**config.mk**
```make
export PLATFORM = sky130hd
export DESIGN_NAME = instr_fetch
export DESIGN_NICKNAME = d
export VERILOG_FILES = /design/src/rtl/instr_fetch.sv
export SDC_FILE = /design/constraint.sdc
export NUM_CORES = 1
export LEC_CHECK = 0
export CORE_ASPECT_RATIO = 0.75
export CORE_UTILIZATION = 45
export DETAILED_ROUTE_END_ITERATION = 12
export PLACE_DENSITY = 0.64
export SLEW_MARGIN = 15
export SYNTH_ARGS = -nofsm -noshare
export SYNTH_HDL_FRONTEND = slang
export SYNTH_SLANG_ARGS = --single-unit
```
**constraint.sdc**
```tcl
create_clock -name clk -period 9.5 [get_ports clk]
set_input_delay 1.9 -clock clk [delete_from_list [all_inputs] [get_ports clk]]
set_output_delay 1.9 -clock clk [all_outputs]
set_load 0.02 [all_outputs]
```
**src/rtl/instr_fetch.sv**
```systemverilog
// Fetch stage: in-order instruction memory requests with credit-limited issue, a small
// instruction FIFO and redirect flush. Optional macro IF_MISALIGN_CHECK_EN adds fetch_misalign.
module instr_fetch #(
  parameter logic [31:0] RESET_PC   = 32'h0000_0000,
  parameter int          FIFO_DEPTH = 4
) (
  input  logic        clk,
  input  logic        rst,
  output logic        mem_req_valid,
  input  logic        mem_req_ready,
  output logic [31:0] mem_req_addr,
  input  logic        mem_rsp_valid,
  input  logic [31:0] mem_rsp_data,
  input  logic        redirect_valid,
  input  logic [31:0] redirect_pc,
  output logic        instr_valid,
  input  logic        instr_ready,
  output logic [31:0] instruction,
  output logic [31:0] instr_pc
`ifdef IF_MISALIGN_CHECK_EN
  ,
  output logic        fetch_misalign
`endif
);
  localparam int AW = $clog2(FIFO_DEPTH);
  localparam int CW = AW + 1;
  localparam logic [CW+1:0] DEPTH_W = (CW+2)'(FIFO_DEPTH);
  localparam logic [CW-1:0] ONE     = {{(CW-1){1'b0}}, 1'b1};
  localparam logic [CW-1:0] ZERO    = {CW{1'b0}};

  typedef enum logic [1:0] {S_IDLE = 2'd0, S_FETCH = 2'd1, S_DRAIN = 2'd2} state_t;
  state_t state, state_next;

  logic [31:0]   fetch_pc, rsp_pc, last_instr, last_pc, redirect_aligned;
  logic [CW-1:0] count, live, discard, pending, discard_redir, discard_next;
  logic [AW-1:0] wr_ptr, rd_ptr;
  logic [31:0]   fifo_data [FIFO_DEPTH];
  logic [31:0]   fifo_pc   [FIFO_DEPTH];
  logic          halt, credit_ok, req_fire, rsp_drop, rsp_keep, pop;

  assign redirect_aligned = {redirect_pc[31:2], 2'b00};
  // Every issued request reserves a FIFO slot until its response is kept or dropped.
  assign credit_ok = ({2'b00, count} + {2'b00, live} + {2'b00, discard}) < DEPTH_W;
  assign req_fire  = mem_req_valid && mem_req_ready;
  assign rsp_drop  = mem_rsp_valid && (discard != ZERO);
  assign rsp_keep  = mem_rsp_valid && !redirect_valid && (discard == ZERO) && (live != ZERO);
  assign pop       = instr_valid && instr_ready && !redirect_valid;
  assign pending   = discard + live;
  assign discard_redir = (mem_rsp_valid && (pending != ZERO)) ? pending - ONE : pending;
  assign discard_next  = redirect_valid ? discard_redir : (rsp_drop ? discard - ONE : discard);

  assign mem_req_addr = fetch_pc;
  assign instruction  = (count != ZERO) ? fifo_data[rd_ptr] : last_instr;
  assign instr_pc     = (count != ZERO) ? fifo_pc[rd_ptr]   : last_pc;

`ifdef IF_MISALIGN_CHECK_EN
  logic misalign;
  assign halt           = misalign;
  assign fetch_misalign = misalign;

  // Misaligned redirect halts issue until an aligned redirect arrives.
  always_ff @(posedge clk) begin
    if (rst) begin
      misalign <= 1'b0;
    end else if (redirect_valid) begin
      misalign <= |redirect_pc[1:0];
    end
  end
`else
  logic unused_pc_bits;
  assign halt           = 1'b0;
  assign unused_pc_bits = ^redirect_pc[1:0];
`endif

  // State register.
  always_ff @(posedge clk) begin
    if (rst) begin
      state <= S_IDLE;
    end else begin
      state <= state_next;
    end
  end

  // Next state: drain whenever stale responses are still owed.
  always_comb begin
    state_next = S_IDLE;
    case (state)
      S_IDLE, S_FETCH, S_DRAIN: state_next = (discard_next != ZERO) ? S_DRAIN : S_FETCH;
      default:                  state_next = S_IDLE;
    endcase
  end

  // Handshake outputs.
  always_comb begin
    mem_req_valid = 1'b0;
    instr_valid   = 1'b0;
    if (state != S_IDLE) begin
      mem_req_valid = !redirect_valid && !halt && credit_ok;
    end else begin
      mem_req_valid = 1'b0;
    end
    instr_valid = (count != ZERO);
  end

  // PCs, credit counters and FIFO pointers.
  always_ff @(posedge clk) begin
    if (rst) begin
      fetch_pc   <= RESET_PC;
      rsp_pc     <= RESET_PC;
      live       <= ZERO;
      discard    <= ZERO;
      count      <= ZERO;
      wr_ptr     <= {AW{1'b0}};
      rd_ptr     <= {AW{1'b0}};
      last_instr <= 32'h0000_0000;
      last_pc    <= 32'h0000_0000;
    end else begin
      if (count != ZERO) begin
        last_instr <= fifo_data[rd_ptr];
        last_pc    <= fifo_pc[rd_ptr];
      end
      if (redirect_valid) begin
        fetch_pc <= redirect_aligned;
        rsp_pc   <= redirect_aligned;
        live     <= ZERO;
        discard  <= discard_redir;
        count    <= ZERO;
        wr_ptr   <= {AW{1'b0}};
        rd_ptr   <= {AW{1'b0}};
      end else begin
        if (req_fire) fetch_pc <= fetch_pc + 32'd4;
        if (rsp_keep) begin
          rsp_pc <= rsp_pc + 32'd4;
          wr_ptr <= wr_ptr + {{(AW-1){1'b0}}, 1'b1};
        end
        if (pop) rd_ptr <= rd_ptr + {{(AW-1){1'b0}}, 1'b1};
        live    <= live  + (req_fire ? ONE : ZERO) - (rsp_keep ? ONE : ZERO);
        count   <= count + (rsp_keep ? ONE : ZERO) - (pop ? ONE : ZERO);
        discard <= discard_next;
      end
    end
  end

  // FIFO storage write port.
  always_ff @(posedge clk) begin
    if (rsp_keep && !rst) begin
      fifo_data[wr_ptr] <= mem_rsp_data;
      fifo_pc[wr_ptr]   <= rsp_pc;
    end
  end
endmodule

```
==> out/metrics.csv <==
stage,metric,value,unit
clock_network,CTS buffer count,39,
place,area post-placement,17900,um^2
routing,DRT iter0 DRCs,533,
die,core area,34600,um^2
die,Die H,164,um
clock_network,CTS sink cnt,389,
cells_and_area,final layout net count,1350,
routing,Routed wire per std cell,19.4,um
synth,most common cell in the netlist,edfxtp_1,
sta,endpoints failing hold,0,
job,max_cap viols,0,
cells_and_area,Final Util,55.1,%
critical_path,Setup Crit Path Kind,input port to output pin,
critical_path,Worst path max stage delay,0.69,ns
synth,"top cells by count, synth","edfxtp_1, dfxtp_1, nand2_1, nor2b_1, mux2_2",
critical_path,worst path cell trace,"clkdlybuf4s50_1, buf_4, a2111o_1, a21oi_1, clkdlybuf4s50_1",
clock_network,post-CTS setup buffers,0,
cells_and_area,layout cell share with drive strength beyond 1,16.9,%
critical_path,CP Buf/Inv Count,3,
clock_network,H-tree depth,2,
routing,Final ANT Viol Nets,0,
critical_path,"Req. time, crit path",7.60,ns
clock_network,CTS tree,yes,
clock_network,hold_buf cts,0,
die,Top Ports,168,
synth,register area share after synthesis,64.9,%
hold_path,hold worst-path end,wr_ptr[1],
synth,distinct cell type count after synthesis,61,
clock_network,worst skew pair latency,0.53,ns
synth,Async SR Flop Fraction,0,%
sta,Slew HR,35.1,%
routing,Detailed Routing Iterations Pass 1,7,
sta,Worst Tran Pin Value,0.974,ns
clock_network,PostCTS Resize Cnt,0,
hold_path,hold path depth,2,
global_route,vias in the first global route,9278,
sta,Final Max Tran Viols,0,
sta,Worst Skew,0.0172,ns
routing,Via Count,9488,
outcome,outcome,finished clean,
power_and_ir_drop,VDD IR max,124,uV
synth,yosys warns,0,
routing,Vias per Instance,5.44,
synth,Post-Syn Instances,1097,
critical_path,Crit-path slowest cell,clkdlybuf4s50_1,
synth,"EDFF count, synth",248,
sta,setup tns final,0,ns
clock_network,clock buffer depth,3,
global_route,initial antenna violation count,0,
place,GPL Wtd Cong,0.850,
critical_path,RR Startpoint,live[1],
critical_path,CP arrival,4.10,ns
synth,"area leader, netlist",edfxtp_1,
sta,Tmin final,6.00,ns
sta,fin crit share,63.2,%
cells_and_area,# diodes,0,
synth,Synth area leaders,"edfxtp_1, dfxtp_1, mux4_2",
global_route,GR Overflow Total,0,
critical_path,R2R depth,16,
cells_and_area,post-route cell area,19100,um^2
cells_and_area,area growth from synthesis to final layout,20.6,%
power_and_ir_drop,Power Density,183,nW/um^2
sta,Max Clk Rate,0.167,GHz
global_route,overall routing resource usage,19.0,%
hold_path,HP Class,register to register,
synth,Synth Register Bits,389,
routing,final wirelength,33800,um
critical_path,worst reg-to-reg setup slack,5.09,ns
sta,# setup viols final,0,
die,die width,219,um
critical_path,Worst setup SP type,input port,
cells_and_area,fill count,2821,
critical_path,critical-path maximum fanout,49,
power_and_ir_drop,leakage power,6.42,nW
synth,top_reg_cell synth,edfxtp_1,
die,DIE AREA,35900,um^2
synth,Avg Inst Size Synth,14.4,um^2
hold_path,Worst Min Path Start,wr_ptr[1],
global_route,first-pass GRT wire length,52400,um
critical_path,CP top delay family,buffers and inverters,
synth,top cell type's share of synthesized area,47.1,%
global_route,pin count of the biggest net entering global routing,70,
critical_path,Reg-to-Reg End,live[2],
sta,RSZ-0062 raised after global routing,no,
clock_network,Root Driver,clkbuf_16,
place,PortBufs,163,
die,num rows,59,
synth,cell area after synthesis,15800,um^2
sta,worst hold slack,0.511,ns
die,Initial Util,45.7,%
clock_network,clock transition at the registers of the reported paths,0.07,ns
place,hpwl dp,20600,um
critical_path,Setup crit end kind,output pin,
critical_path,CP most frequent cell,clkdlybuf4s50_1,
routing,DRC,0,
-- through the flow --
stage,power [mW],worst slack [ns],std cells
after global placement,2.08,3.55,1673
after global routing,3.61,3.43,1745
final,3.49,3.50,1745
after floorplan,1.99,4.82,1098
after CTS,3.53,3.54,1745
after detailed placement,2.08,3.55,1673
-- layer usage --
layer	track usage, %	share of wire [%]	vias to the layer above	routed length, um
met5	0	0	-	0
met4	4.29	1.3	0	431
met3	3.39	5.9	33	2010
met2	29.2	45	266	15300
met1	27.9	48	4742	16100
li1	-	-	4447	-
-- final cells by class --
class                      count  area [um^2]  share of cell area [%]
sequential                   389        10300                    53.8
tap                          457          572                    3.00
inverter                      28          105                   0.551
timing repair buffer         175         1720                    9.01
clock inverter                20          128                   0.669
multi-input combinational    624         5220                    27.4
clock buffer                  52         1070                    5.58
-- sequential cells by signal, indices dropped and copies added, names as in the netlist, named ones only --
name          count
last_pc          32
wr_ptr            2
fifo_data       128
state             2
fifo_pc         120
discard           3
mem_req_addr     30
last_instr       32
rd_ptr            2
rsp_pc           30
count             3
live              3
-- power breakdown --
| group | total [mW] | internal, mW | switching (mW) |
|---|---|---|---|
| Sequential | 1.85 | 1.82 | 0.0331 |
| Clock | 1.44 | 0.799 | 0.642 |
| Combinational | 0.197 | 0.0896 | 0.107 |
-- placed cells by master (no fill, tap or decap), types with 14 or more instances in the layout --
cell / synthesis / final
o21ai_0: 17 / 17
nor2_1: 51 / 51
nor2b_1: 70 / 70
clkdlybuf4s50_1: 0 / 162
or3_1: 16 / 16
edfxtp_1: 248 / 248
a31oi_1: 31 / 31
clkbuf_16: 0 / 40
a21oi_1: 35 / 35
xnor2_1: 14 / 14
ha_1: 17 / 17
nand3_1: 26 / 26
mux4_2: 62 / 62
nand2_1: 73 / 73
dfxtp_1: 141 / 139
mux2_2: 64 / 64
inv_1: 26 / 26
-- logic make-up after synthesis --
kind of cell             share of synthesized area, %
flip-flops                                       64.9
AND/OR/NAND/NOR                                  10.4
AO/OA/AOI/OAI                                    5.66
multiplexers                                     13.6
buffers and inverters                            2.16
adder cells (fa/ha/maj)                          2.10
XOR/XNOR                                         1.22
other                                          0.0237
-- how the worst max path moves through the flow --
stage | startpoint | to | slack, ns | cells after the start
2_1_floorplan | redirect_valid | fifo_data[0][0] | 4.82 | 5
3_3_place_gp | redirect_valid | mem_req_valid | 3.55 | 5
3_5_place_dp | redirect_valid | mem_req_valid | 3.55 | 5
4_1_cts | redirect_valid | mem_req_valid | 3.54 | 5
5_1_grt | redirect_valid | mem_req_valid | 3.43 | 5
6_report | redirect_valid | mem_req_valid | 3.50 | 5
-- worst reg2reg max path, cell delays in order, from the launching register on --
cell and delay, ns:
dfxtp_1 0.45, inv_1 0.12, fa_1 0.54, nor2b_1 0.06, fa_1 0.36, or2b_1 0.24, a2111o_1 0.52, nor2_4 0.44
inv_2 0.26, ha_1 0.34, inv_1 0.05, ha_1 0.12, inv_1 0.04, fa_1 0.37, xnor2_1 0.19, xnor2_1 0.14
nor2_1 0.05
No activity file was read; power rests on OpenSTA's default activity.
